===== config.mk =====
export PLATFORM = sky130hd
export DESIGN_NAME = neuron_forward
export DESIGN_NICKNAME = d
export VERILOG_FILES = /design/src/rtl/neuron_pkg.sv /design/src/rtl/sigmoid_plan.sv /design/src/rtl/neuron_forward.sv
export SDC_FILE = /design/constraint.sdc
export NUM_CORES = 1
export LEC_CHECK = 0
export ABC_AREA = 1
export BUFFER_PORTS_ARGS = -buffer_cell sky130_fd_sc_hd__buf_2
export CAP_MARGIN = 0
export CELL_PAD_IN_SITES_DETAIL_PLACEMENT = 2
export CELL_PAD_IN_SITES_GLOBAL_PLACEMENT = 2
export CORE_MARGIN = 1
export CORE_UTILIZATION = 34
export CTS_BUF_LIST = sky130_fd_sc_hd__clkbuf_8
export DETAILED_ROUTE_END_ITERATION = 10
export PLACE_DENSITY_LB_ADDON = 0.2
export SYNTH_ARGS = -nofsm -noshare
export SYNTH_HDL_FRONTEND = slang
export SYNTH_SLANG_ARGS = --single-unit
export TNS_END_PERCENT = 1

===== constraint.sdc =====
create_clock -name nf_clk -period 7.7 [get_ports nf_clk]
set_clock_uncertainty 0.15 [all_clocks]
set_input_delay 0.77 -clock nf_clk [delete_from_list [all_inputs] [get_ports nf_clk]]
set_output_delay 0.77 -clock nf_clk [all_outputs]
set_load 0.01 [all_outputs]

===== src/rtl/neuron_pkg.sv =====
// Shared fixed-point types, PLAN sigmoid constants and FSM states
// for the neuron forward-pass blocks.
package neuron_pkg;

    localparam int FRAC_BITS = 12;
    localparam int FIX_ONE   = 4096;

    typedef logic signed [15:0] fix_t;

    // PLAN breakpoints on |s|, Q4.12
    localparam logic [16:0] BP_SAT = 17'd20480;
    localparam logic [16:0] BP_HI  = 17'd9728;
    localparam logic [16:0] BP_MID = 17'd4096;

    localparam logic [15:0] OFS_HI  = 16'd3456;
    localparam logic [15:0] OFS_MID = 16'd2560;
    localparam logic [15:0] OFS_LO  = 16'd2048;

    typedef enum logic [1:0] {
        S_IDLE,
        S_ACCUM,
        S_ACTIVATE,
        S_OUTPUT
    } nf_state_e;

endpackage


===== src/rtl/sigmoid_plan.sv =====
// Combinational piecewise-linear (PLAN) sigmoid, Q4.12 in, 0..4096 out.
// Reusable by any neuron block needing the same activation.
module sigmoid_plan
    import neuron_pkg::*;
(
    input  logic signed [15:0] s,
    output logic signed [15:0] axon
);

    logic [16:0] ext;
    logic [16:0] a;
    logic [15:0] y;

    always_comb begin
        ext = {s[15], s};
        // 17-bit magnitude so that |-32768| is representable
        a = s[15] ? (17'd0 - ext) : ext;
        if (a >= BP_SAT) begin
            y = 16'(FIX_ONE);
        end else if (a >= BP_HI) begin
            y = 16'(a >> 5) + OFS_HI;
        end else if (a >= BP_MID) begin
            y = 16'(a >> 3) + OFS_MID;
        end else begin
            y = 16'(a >> 2) + OFS_LO;
        end
        axon = s[15] ? signed'(16'(FIX_ONE) - y) : signed'(y);
    end

endmodule


===== src/rtl/neuron_forward.sv =====
// Forward-pass neuron: bias + sum(x*w) MAC, saturation to Q4.12,
// PLAN sigmoid, registered result on a valid/ready output port.
module neuron_forward
    import neuron_pkg::*;
#(
    parameter int N_INPUTS = 4,
    parameter int DW       = 16,
    parameter int ACC_W    = 40
) (
    input  logic                 nf_clk,
    input  logic                 nf_rst_n,
    input  logic                 nf_start,
    input  logic signed [DW-1:0] nf_bias,
    output logic                 nf_busy,
    input  logic                 nf_in_valid,
    output logic                 nf_in_ready,
    input  logic signed [DW-1:0] nf_in_x,
    input  logic signed [DW-1:0] nf_in_w,
    output logic                 nf_out_valid,
    input  logic                 nf_out_ready,
    output logic signed [DW-1:0] nf_axon,
    output logic signed [DW-1:0] nf_sum
);

    localparam int CW = (N_INPUTS > 1) ? $clog2(N_INPUTS) : 1;
    localparam logic [CW-1:0] LAST = CW'(N_INPUTS - 1);
    localparam logic signed [ACC_W-1:0] SUM_MAX = ACC_W'(32767);
    localparam logic signed [ACC_W-1:0] SUM_MIN = ACC_W'(-32768);

    nf_state_e state;
    nf_state_e state_next;

    logic signed [ACC_W-1:0] acc;
    logic signed [ACC_W-1:0] acc_add;
    logic signed [ACC_W-1:0] shifted;
    logic signed [2*DW-1:0]  prod;
    logic signed [DW-1:0]    sat;
    logic signed [DW-1:0]    plan_y;
    logic [CW-1:0]           cnt;
    logic                    take;

    assign nf_in_ready  = (state == S_ACCUM);
    assign nf_busy      = (state != S_IDLE);
    assign nf_out_valid = (state == S_OUTPUT);
    assign take         = nf_in_valid && nf_in_ready;

    always_comb begin
        prod    = nf_in_x * nf_in_w;
        acc_add = acc + {{(ACC_W-2*DW){prod[2*DW-1]}}, prod};
        shifted = acc >>> FRAC_BITS;
        if (shifted > SUM_MAX) begin
            sat = 16'sh7fff;
        end else if (shifted < SUM_MIN) begin
            sat = 16'sh8000;
        end else begin
            sat = shifted[DW-1:0];
        end
    end

    sigmoid_plan u_plan (
        .s    (sat),
        .axon (plan_y)
    );

    always_comb begin
        state_next = state;
        unique case (state)
            S_IDLE:     if (nf_start) state_next = S_ACCUM;
            S_ACCUM:    if (take && cnt == LAST) state_next = S_ACTIVATE;
            S_ACTIVATE: state_next = S_OUTPUT;
            S_OUTPUT:   if (nf_out_ready) state_next = S_IDLE;
            default:    state_next = S_IDLE;
        endcase
    end

    always_ff @(posedge nf_clk) begin
        if (!nf_rst_n) begin
            state   <= S_IDLE;
            acc     <= '0;
            cnt     <= '0;
            nf_sum  <= '0;
            nf_axon <= '0;
        end else begin
            state <= state_next;
            unique case (state)
                S_IDLE: begin
                    if (nf_start) begin
                        acc <= {{(ACC_W-DW-FRAC_BITS){nf_bias[DW-1]}},
                                nf_bias, {FRAC_BITS{1'b0}}};
                        cnt <= '0;
                    end
                end
                S_ACCUM: begin
                    if (take) begin
                        acc <= acc_add;
                        cnt <= (cnt == LAST) ? '0 : cnt + CW'(1);
                    end
                end
                S_ACTIVATE: begin
                    nf_sum  <= sat;
                    nf_axon <= plan_y;
                end
                default: ;
            endcase
        end
    end

endmodule


### After elaboration in Yosys (flattened, before gate mapping)

Cells that the tools add are included.

* latch bits: 0
* output and inout port bits: 35
* memories kept: 0
* memory bits (writable): 0
* bits in read-only memories: 0
* input port bits: 53
* flip-flop bits (word level): 76
* word-level logic and storage cells: 51

* shift-type cells: 0
* divide/modulo/power cells: 0
* bitwise gates (word level): 0
* multiplexer cells: 18
* magnitude comparators: 5
* reductions and logical operators: 7
* $add $sub $neg: 7
* multipliers: 1
* equality and inequality tests: 8

Operators with widths (count)
* two-way mux 16 bit: 6
* two-way mux 40 bit: 2
* one-hot mux 40 bit (2 select lines): 1
* adder 40 bit: 1
* multiplier 16 x 16 -> 32 bit: 1
* > comparator 28 x 16 -> 1 bit (second input constant): 1
* less-than comparator 28 x 16 -> 1 bit (second input constant): 1
* greater-or-equal comparator 17 x 13 -> 1 bit (second input constant): 1
* greater-or-equal comparator 17 x 14 -> 1 bit (second input constant): 1
* greater-or-equal comparator 17 x 15 -> 1 bit (second input constant): 1
* two-way mux 17 bit: 1
* subtractor 1 x 16 -> 17 bit (first input constant): 1
* adder 15 x 12 -> 16 bit (second input constant): 1
* subtractor 13 x 16 -> 16 bit (first input constant): 1
* adder 14 x 12 -> 15 bit (second input constant): 1
* adder 12 x 12 -> 13 bit (second input constant): 1
* two-way mux 2 bit: 6
* one-hot mux 2 bit (4 select lines): 1
* == test 2 bit (second input constant): 3
* != test 2 x 1 -> 1 bit (second input constant): 3
* AND reduction 3 bit: 2
* one-hot mux 2 bit (2 select lines): 1
* nonzero test 2 bit: 2
* adder 2 x 1 -> 2 bit (second input constant): 1
* 4 further kinds: 5

### Depth between registers and ports, before layout

Gate-level depths: netlist of run 1.

* word-level depth: 11
* depth in mapped cells: 43

### Modules after synthesis

From an unflattened synthesis of run 1, not the netlist that was laid out.

* cells, all modules: 2700
* area, all modules: 18119.9 µm²

Modules (own cells, without submodules)
* neuron_forward: instances 1, seq. area each 1521.5 µm², area each 16597.2 µm², cells each 2403
* sigmoid_plan: instances 1, seq. area each 0.0 µm², area each 1522.7 µm², cells each 297

### Worst setup path after synthesis of run 1

No wires, ideal clock.

* path type: input-to-reg
* start: in nf_in_w[3]
* end: reg acc[36]
* path buffers: 2
* library setup time: 0.074 ns
* data arrival time: 8.121 ns
* slack: -0.646 ns
* cell stages on the path: 38
* required time: 7.476 ns
* path through: clkbuf_1 > clkbuf_1 > nand2_1 > fa_1 > fa_1 > fa_1 > inv_1 > fa_1 > fa_1 > inv_1 > fa_1 > inv_1 > ha_1 > a21oi_1 > a21boi_1 > o21ai_1 > a21oi_1 > o21ai_1 > [... 2 more ...] > a21boi_0 > o21ai_1 > nand2_1 > nand2_1 > nand2_1 > nand2_1 > ha_1 > nand2_1 > nor2_1 > inv_1 > o221ai_1 > a31oi_1 > o21ai_0 > nand3_1 > nand2_1 > xor2_1 > nand2_1 > a31oi_1

* cells in the longest elaborated chain, start to end: 4

RTL lines
* start: declaration: RTL line neuron_forward.sv:18 `input logic signed [DW-1:0] nf_in_w,`
* multiplier 16 x 16 -> 32 bit: RTL line neuron_forward.sv:48 `prod = nf_in_x * nf_in_w;`
* adder 40 bit: RTL line neuron_forward.sv:49 `acc_add = acc + {{(ACC_W-2*DW){prod[2*DW-1]}}, prod};`
* two-way mux 40 bit: RTL line neuron_forward.sv:94 `if (take) begin`
* one-hot mux 40 bit (2 select lines): RTL line neuron_forward.sv:85 `unique case (state)`
* end signal: assignment: RTL line neuron_forward.sv:88 `acc <= {{(ACC_W-DW-FRAC_BITS){nf_bias[DW-1]}},`
* end: declaration: RTL line neuron_forward.sv:33 `logic signed [ACC_W-1:0] acc;`

Every way passes these cells. The select of a mux whose other input is x is not followed.
A chain may end at the register's enable or synchronous reset.

### Final worst setup path of run 1

* start: in nf_in_w[4]
* end: reg acc[37]

Same word-level chain as after synthesis.

==> results of run 1 <==
==> per-stage QoR <==
step | std cells | worst slack [ns] | cell area [um^2]
after floorplan | 2325 | -0.127 | 17400
after global placement | 3245 | -0.825 | 19900
after detailed placement | 3245 | -1.08 | 19900
after CTS | 3281 | -0.0342 | 21000
after global routing | 3300 | -0.803 | 21800
final | 3301 | -0.641 | 21800
==> what timing repair did <==
item | CTS | global route
cloned | 0 | 1
gates resized for setup | 141 | 166
endpoints found under the setup margin | 17 | 22
setup buffers | 22 | 18
pin swaps | 81 | 109
==> registers in the layout, summed over array words and instances, names as in the netlist <==
register / flops
nf_sum: 16
state: 2
acc: 40
nf_axon: 16
cnt: 2
==> placed cells by master (no fill, tap or decap), types with 13 or more instances in the layout <==
master and count:
nand3_1 69, inv_1 555, buf_2 63, fa_2 18, inv_2 43, a31oi_1 15, nand3_2 13, nand2_2 48
o211ai_1 23, buf_6 16, nand2_4 14, o21ai_1 13, or2_2 13, xor2_1 26, nor2_2 15, o21ai_0 70
fa_1 245, nand2_1 466, a21oi_2 27, ha_1 105, xnor2_1 21, o21ai_2 13, dfxtp_1 76, a21oi_4 13
a21oi_1 89, ha_4 30, nor2_1 100, buf_4 298
==> cell families after synthesis <==
group,share of synthesized area (%)
buffers and inverters,16.1
DFF,8.97
AOI/OAI and AO/OA,10.4
adders and majority gates,41.3
and+or+nand+nor,20.4
xor gates and xnor gates,2.94
==> critical path: cells and delay by family <==
kind | cells | cell delay [ns]
xor gates and xnor gates | 1 | 0.17
and+or+nand+nor | 5 | 0.61
adders and majority gates | 8 | 3.88
buffers and inverters | 10 | 1.30
AOI/OAI and AO/OA | 9 | 1.70
==> routing by layer <==
metal  wire [um]  track usage (%)  part of all wire (%)  up-vias
met2       44100             53.8                    52      539
met4        5470             12.5                   6.5        4
li1            -                -                     -     7546
met5          24                0                 0.029        -
met1       31500             33.2                    38     8868
met3        2900             2.92                   3.5      295
==> how the worst max path moves through the flow <==
stage / from / endpoint / slack (ns) / cells past startpoint
finish: nf_in_w[4] / acc[37]$_SDFFE_PN0P_ / -0.64 / 33
detailed placement: nf_in_w[3] / acc[36]$_SDFFE_PN0P_ / -1.08 / 35
floorplan: nf_in_w[1] / acc[36]$_SDFFE_PN0P_ / -0.13 / 42
CTS: nf_in_x[7] / acc[36]$_SDFFE_PN0P_ / -0.03 / 38
global route: nf_in_w[4] / acc[37]$_SDFFE_PN0P_ / -0.80 / 33
global placement: nf_in_x[5] / acc[37]$_SDFFE_PN0P_ / -0.82 / 37
==> area by class of cell <==
type	count	area [um^2]
clock buffers	11	151
fillers	5679	27200
repair buffers	393	3040
inverters	602	2260
clock inverters	4	72.6
diodes	1	2.50
well taps	664	831
flip-flops and latches	76	1520
multi-input cells	1550	13900
==> impl_metrics.py, run 1 <==
metrics = {
    "sta": {
        "tightest_slew_ns": 1.07,
        "hold-worst-slack_ns": 0.328,
        "fin_crit_sh_pct": 108,
        "setup_viol": 20,
        "max_freq_mhz": 120,
        "rsz0062_at_grt": "yes",
        "slew_violations": 0,
        "tns_ns": -6.77,
        "min_period_ns": 8.34,
        "finalHoldViolCount": 0,
        "maxSlewHeadroom_pct": 28.3,
        "layout_setup_ws_ns": -0.641,
    },
    "worst_setup_path": {
        "cp-end-kind": "flop",
        "rr_worst_depth": 27,
        "worstSetupStartpointType": "input port",
        "path_max_fanout": 7,
        "rr_startpoint": "acc[39]$_SDFFE_PN0P_",
        "max_stage_delay_ns": 0.61,
        "cp.arrival_ns": 8.44,
        "crit_top_cell": "fa_1",
        "reg2reg_to": "nf_axon[4]$_SDFFE_PN0P_",
        "crit_required_ns": 7.80,
        "path_class": "input port to flop",
        "crit_path_top_delay_cell": "fa_1",
        "rrSetupSlack_ns": 1.75,
    },
    "cts": {
        "cts-root-buf": "clkbuf_8",
        "cts_hold_buf": 0,
        "htreeDepth": 3,
        "numCtsBuffers": 9,
        "ctsLongestPathBuffers": 2,
        "clk_latency_ns": 0.40,
        "cts_tree": "done",
        "path_clk_slew_ns": 0.10,
        "clock-sinks": 76,
    },
    "outcome": {
        "status": "finished, violations left",
        "violations": "negative setup slack",
    },
    "synthesis": {
        "synthCells": 2325,
        "synth_top_area_cell": "fa_1",
        "yosys.cell_types.count": 53,
        "syn_area_per_cell_um2": 7.29,
        "synth_seq_cells": 76,
        "synth_common_cells": "586 x inv_1, 494 x nand2_1, 263 x fa_1",
        "synth_most_common_cell": "inv_1",
        "synth_flop_cell": "dfxtp_1",
        "yosys.area.top_type_share_pct": 31.0,
        "syn_area_um2": 17000,
        "synth-edff-count": 0,
        "yosysWarnings": 0,
        "yosysSeqAreaShare_pct": 8.97,
        "postSynth.asyncResetShare_pct": 0,
        "netlist_top_cells_area": "fa_1 31%, inv_1 13%, nand2_1 11%",
        "syn_nets": 2780,
    },
    "placement": {
        "hpwl_um": 53600,
        "gp_congestion": 0.831,
        "io_buffers": 87,
    },
    "finish": {
        "nets": 3087,
        "final_util_pct": 44.5,
        "drive_above_1_share_pct": 27.1,
        "areaGrowthSynthToFinish_pct": 28.6,
    },
    "floorplanning": {
        "start_util_pct": 34.6,
        "rows": 81,
        "design.core.area_um2": 49100,
        "die_w_um": 225,
        "ioPinCount": 88,
        "dieArea_um2": 50800,
        "chipHeight_um": 225,
    },
    "global_routing": {
        "grt_pass1_vias": 19600,
        "grt_pass1_wl_um": 112000,
        "grt_max_degree": 53,
        "grt_overflow": 0,
        "track_usage_pct": 28.9,
        "antenna_found_initial": 2,
    },
    "min_path": {
        "holdCritStartpoint": "acc[3]$_SDFFE_PN0P_",
        "holdPathStages": 2,
        "hp-class": "flop to flop",
        "hold_path_end": "acc[3]$_SDFFE_PN0P_",
    },
    "detailed_routing": {
        "vias_per_cell": 5.23,
        "drtPass1Iterations": 5,
        "antenna_left": 0,
        "drt_iter0_markers": 819,
        "vias": 17300,
        "drt-wirelength-per-cell_um": 25.5,
        "wirelength_um": 84000,
        "drc": 0,
    },
    "flow_run": {
        "cap_violations": 0,
    },
}
Power of run 1 is not shown: default switching activity piles up to over one toggle a cycle in this logic, so the estimate is an artifact.
==> run 2: changes to the inputs <==
- SKIP_LAST_GASP: default -> 1
==> run 2 against run 1 <==
The flow still finishes with violations (negative setup slack); global-route usage fell by 0.43 points; utilization shrank 0.13 points; die area unchanged; maximum frequency rose by 0.66%; critical path type unchanged.
==> impl_metrics.py, run 2 (synthesis gave the netlist of run 1 again) <==
metrics = {
    "cts": {
        "htreeDepth": 3,
        "path_clk_slew_ns": 0.10,
        "clk_latency_ns": 0.40,
        "numCtsBuffers": 9,
        "cts_tree": "done",
        "cts-root-buf": "clkbuf_8",
        "cts_hold_buf": 0,
        "ctsLongestPathBuffers": 2,
        "clock-sinks": 76,
    },
    "detailed_routing": {
        "wirelength_um": 80100,
        "vias": 16900,
        "drt_iter0_markers": 633,
        "drtPass1Iterations": 5,
        "drc": 0,
        "drt-wirelength-per-cell_um": 24.3,
        "antenna_left": 0,
        "vias_per_cell": 5.15,
    },
    "placement": {
        "hpwl_um": 53600,
        "gp_congestion": 0.831,
        "io_buffers": 87,
    },
    "worst_setup_path": {
        "cp.arrival_ns": 8.39,
        "cp-end-kind": "flop",
        "crit_path_top_delay_cell": "fa_2",
        "path_max_fanout": 8,
        "path_class": "input port to flop",
        "crit_required_ns": 7.81,
        "crit_top_cell": "fa_1",
        "max_stage_delay_ns": 0.60,
        "worstSetupStartpointType": "input port",
    },
    "sta": {
        "max_freq_mhz": 121,
        "setup_viol": 21,
        "tns_ns": -8.00,
        "rsz0062_at_grt": "yes",
        "finalHoldViolCount": 0,
        "hold-worst-slack_ns": 0.323,
        "layout_setup_ws_ns": -0.586,
        "tightest_slew_ns": 0.987,
        "fin_crit_sh_pct": 108,
        "maxSlewHeadroom_pct": 34.1,
        "slew_violations": 0,
        "min_period_ns": 8.29,
    },
    "global_routing": {
        "grt_overflow": 0,
        "grt_pass1_wl_um": 111000,
        "gr-usage-met1_pct": 33.3,
        "met3_usage_pct": 2.49,
        "grt_max_degree": 53,
        "grt_pass1_vias": 19500,
        "antenna_found_initial": 1,
        "grtUsageMet2_pct": 53.8,
        "grt-busiest-layer": "met2",
        "track_usage_pct": 28.4,
    },
    "floorplanning": {
        "dieArea_um2": 50800,
        "rows": 81,
        "ioPinCount": 88,
        "chipHeight_um": 225,
        "design.core.area_um2": 49100,
        "die_w_um": 225,
        "start_util_pct": 34.6,
    },
    "finish": {
        "drive_above_1_share_pct": 26.9,
        "diodes": 0,
        "final_common_cell": "inv_1",
        "nets": 3079,
        "areaGrowthSynthToFinish_pct": 28.2,
        "top_register": "acc",
        "reg_top3": "acc: 40 flops, nf_axon: 16 flops, nf_sum: 16 flops",
        "layout_common_cells": "551 x inv_1, 462 x nand2_1, 285 x buf_4",
        "largest_reg_flops": 40,
    },
    "outcome": {
        "violations": "negative setup slack",
        "status": "finished, violations left",
    },
    "min_path": {
        "hp-class": "flop to flop",
    },
    "flow_run": {
        "cap_violations": 0,
    },
}
==> run 2: cell count changes in the layout (fill, tap and decap cells not counted), sizes merged <==
cell	before	now
diode	1	0
buf	392	384
==> run 2: worst paths after layout <==
kind / start / to / slack (ns) / cells past startpoint
worst min register to register: cnt[1]$_SDFFE_PN0P_ / cnt[1]$_SDFFE_PN0P_ / 0.32 / 2
worst max-delay path: nf_in_w[1] / acc[32]$_SDFFE_PN0P_ / -0.59 / 35
worst max register to register: acc[39]$_SDFFE_PN0P_ / nf_axon[4]$_SDFFE_PN0P_ / 1.76 / 27
worst min-delay path: cnt[1]$_SDFFE_PN0P_ / cnt[1]$_SDFFE_PN0P_ / 0.32 / 2
==> run 2: final cells by class <==
| cell class | count | area, um^2 |
|---|---|---|
| Sequential cell | 76 | 1520 |
| Inverter | 602 | 2260 |
| Fill cell | 5609 | 27300 |
| Clock buffer | 11 | 151 |
| Timing Repair Buffer | 385 | 2980 |
| Tap cell | 664 | 831 |
| Clock inverter | 4 | 72.6 |
| Multi-Input combinational cell | 1550 | 13900 |
==> run 2: critical path, delay by kind of cell <==
family / cells / cell delay (ns)
adders and majority gates: 8 / 4.00
buffers and inverters: 13 / 1.37
AOI/OAI and AO/OA: 8 / 1.29
and+or+nand+nor: 5 / 0.75
xor gates and xnor gates: 1 / 0.14
==> run 2: layer usage <==
metal / wire (um) / share of wire (%) / up-vias
met4: 4130 / 5.2 / 2
met5: 11 / 0.014 / -
met3: 2380 / 3.0 / 215
met1: 31100 / 39 / 8761
met2: 42500 / 53 / 450
li1: - / - / 7521
==> run 2: what timing repair did <==
action / CTS / global route
pin swaps: 78 / 115
endpoints found under the setup margin: 17 / 23
setup buffers: 22 / 10
resized for setup: 139 / 176
gates cloned: 0 / 1
==> run 2: through the flow <==
step	cell area [um^2]	worst slack (ns)	util, %	cells
finish	21700	-0.586	44.3	3292
global route	21700	-0.810	44.3	3292
CTS	21000	-0.0350	42.7	3281
detailed placement	19900	-1.08	40.7	3245
global placement	19900	-0.825	40.7	3245
floorplan	17400	-0.127	-	2325
Power of run 2 is left out for the same reason.
==> run 3: changes to the inputs <==
- ABC_AREA: 1 -> default
- CAP_MARGIN: 0 -> 20
- CORE_MARGIN: 1 -> 5
- CORE_UTILIZATION: 34 -> 36
==> run 3 against run 2 <==
Utilization increased by 0.72 points; cell area fell by 5.6%; hold slack got worse by 0.0047 ns; via count down 9.5%; register-to-register slack lost 0.31 ns; the flow still finishes with violations (negative setup slack).
==> impl_metrics.py, run 3 <==
metrics = {
    "floorplanning": {
        "design.core.area_um2": 45600,
        "rows": 78,
        "ioPinCount": 88,
        "chipHeight_um": 225,
        "dieArea_um2": 50600,
        "start_util_pct": 36.5,
        "die_w_um": 225,
    },
    "synthesis": {
        "yosys.area.top_type_share_pct": 31.6,
        "synth_most_common_cell": "inv_1",
        "synth_seq_cells": 76,
        "netlist_top_cells_area": "fa_1 32%, ha_1 10%, dfxtp_1 9.1%",
        "synth_fa_ha_area_share_pct": 42.1,
        "yosysSeqAreaShare_pct": 9.14,
        "synth-simple-area-share_pct": 17.6,
        "synth.area.mux_share_pct": 1.40,
        "synth_top_family_by_area": "adder cells",
        "syn_area_per_cell_um2": 8.47,
        "synth-edff-count": 0,
        "syn_nets": 2420,
        "synth-xor-area-share_pct": 4.31,
        "synth_common_cells": "357 x inv_1, 263 x fa_1, 173 x nand2_1",
        "synth_top_area_cell": "fa_1",
        "syn_area_um2": 16600,
        "synthCells": 1965,
        "yosys.cell_types.count": 93,
        "yosysWarnings": 0,
        "synth_flop_cell": "dfxtp_1",
        "synth_compound_gate_area_share_pct": 15.4,
        "postSynth.asyncResetShare_pct": 0,
    },
    "finish": {
        "areaGrowthSynthToFinish_pct": 23.4,
        "drive_above_1_share_pct": 24.3,
        "final_util_pct": 45.1,
        "final_common_cell": "inv_1",
        "design_area_um2": 20500,
        "top_register": "acc",
        "nets": 2719,
        "largest_reg_flops": 40,
        "reg_top3": "acc: 40 flops, nf_axon: 16 flops, nf_sum: 16 flops",
        "n_fill_cell": 5025,
        "layout_common_cells": "340 x inv_1, 278 x buf_4, 254 x fa_1",
        "diodes": 0,
    },
    "cts": {
        "ctsLongestPathBuffers": 2,
        "clk_latency_ns": 0.38,
        "clock-sinks": 76,
        "cts-root-buf": "clkbuf_8",
        "cts_tree": "done",
        "htreeDepth": 3,
        "numCtsBuffers": 9,
        "path_clk_slew_ns": 0.09,
        "cts_hold_buf": 0,
    },
    "worst_setup_path": {
        "max_stage_delay_ns": 0.61,
        "crit_path_top_delay_cell": "fa_2",
        "path_max_fanout": 8,
        "crit_required_ns": 7.86,
        "path_class": "input port to flop",
        "cp-end-kind": "flop",
        "worstSetupStartpointType": "input port",
        "cp.arrival_ns": 8.91,
        "crit_top_cell": "fa_1",
    },
    "sta": {
        "finalHoldViolCount": 0,
        "min_period_ns": 8.75,
        "setup_viol": 23,
        "tightest_slew_ns": 1.01,
        "layout_setup_ws_ns": -1.05,
        "max_freq_mhz": 114,
        "maxSlewHeadroom_pct": 32.3,
        "slew_violations": 0,
        "fin_crit_sh_pct": 114,
        "rsz0062_at_grt": "yes",
        "tns_ns": -14.05,
    },
    "detailed_routing": {
        "vias": 15300,
        "antenna_left": 0,
        "vias_per_cell": 5.35,
        "drt-wirelength-per-cell_um": 22.8,
        "wirelength_um": 65300,
        "drc": 0,
        "drt_iter0_markers": 762,
        "drtPass1Iterations": 7,
    },
    "global_routing": {
        "grt_pass1_wl_um": 102000,
        "grt_pass1_vias": 18100,
        "grt_overflow": 0,
        "track_usage_pct": 25.6,
        "grt_max_degree": 60,
        "antenna_found_initial": 1,
    },
    "min_path": {
        "hp-class": "flop to flop",
    },
    "outcome": {
        "violations": "negative setup slack",
        "status": "finished, violations left",
    },
    "placement": {
        "hpwl_um": 51900,
        "io_buffers": 87,
        "gp_congestion": 0.845,
        "placed_cell_area_um2": 19700,
        "place_worst_setup_slack_ns": -1.75,
    },
    "flow_run": {
        "cap_violations": 0,
    },
}
==> run 3: changes by cell type after synthesis, moves of 32 or more <==
cell	change
a211oi_1	+32
o21ai_0	-40
nand2_1	-321
inv_1	-229
xnor2_1	+35
nand3_1	-48
and2_1	+132
==> run 3: stage by stage <==
| stage | hold slack [ns] | cells |
|---|---|---|
| detailed placement | 0.294 | 2832 |
| global route | 0.349 | 2869 |
| CTS | 0.317 | 2863 |
| finish | 0.318 | 2869 |
| global placement | 0.287 | 2832 |
| floorplan | 0.286 | 1965 |
==> run 3: worst paths after layout <==
kind	to	cells past startpoint	slack (ns)	startpoint
worst max register to register	nf_axon[13]$_SDFFE_PN0P_	15	1.45	acc[31]$_SDFFE_PN0P_
worst max-delay path	acc[39]$_SDFFE_PN0P_	40	-1.05	nf_in_x[7]
worst min register to register	nf_axon[15]$_SDFFE_PN0P_	1	0.32	nf_axon[15]$_SDFFE_PN0P_
worst min-delay path	nf_axon[15]$_SDFFE_PN0P_	1	0.32	nf_axon[15]$_SDFFE_PN0P_
==> run 3: logic make-up after synthesis <==
| kind of cell | Yosys count |
|---|---|
| adder cells (fa/ha/maj) | 402 |
| flip-flops | 76 |
| AND/OR/NAND/NOR | 576 |
| AO/OA/AOI/OAI | 367 |
| XOR/XNOR | 82 |
| buffers and inverters | 439 |
| multiplexers | 23 |
==> run 3: area by class of cell <==
class / instances / area, um^2 / share of cell area [%]
clock buffer: 9 / 124 / 0.603
clock inverter: 7 / 42.5 / 0.207
inverter: 360 / 1350 / 6.58
multi-input combinational: 1450 / 14000 / 68.3
sequential: 76 / 1520 / 7.41
tap: 600 / 751 / 3.66
timing repair buffer: 367 / 2720 / 13.2
==> run 3: what timing repair did <==
| item | in CTS | in global routing |
|---|---|---|
| endpoints found under the setup margin | 23 | 24 |
| gates resized for setup | 98 | 45 |
| buffers inserted | 15 | 6 |
| cloned | 0 | 0 |
| pin swaps | 84 | 66 |
| hold endpoints to repair | 0 | 0 |
==> run 3: layer usage <==
layer | vias to the layer above | wire [um] | GRT usage (%)
li1 | 6915 | - | -
met1 | 8010 | 26100 | 30.4
met2 | 279 | 35500 | 48.5
met3 | 130 | 1600 | 2.50
met4 | 2 | 2100 | 7.90
met5 | - | 13 | 0
==> run 3: critical path: cells and delay by family <==
kind	cells	cell delay [ns]
buffers and inverters	8	0.83
AO/OA/AOI/OAI	13	2.24
adder cells (fa/ha/maj)	8	3.73
AND/OR/NAND/NOR	9	0.95
XOR/XNOR	2	0.38
Power of run 3 is left out for the same reason.
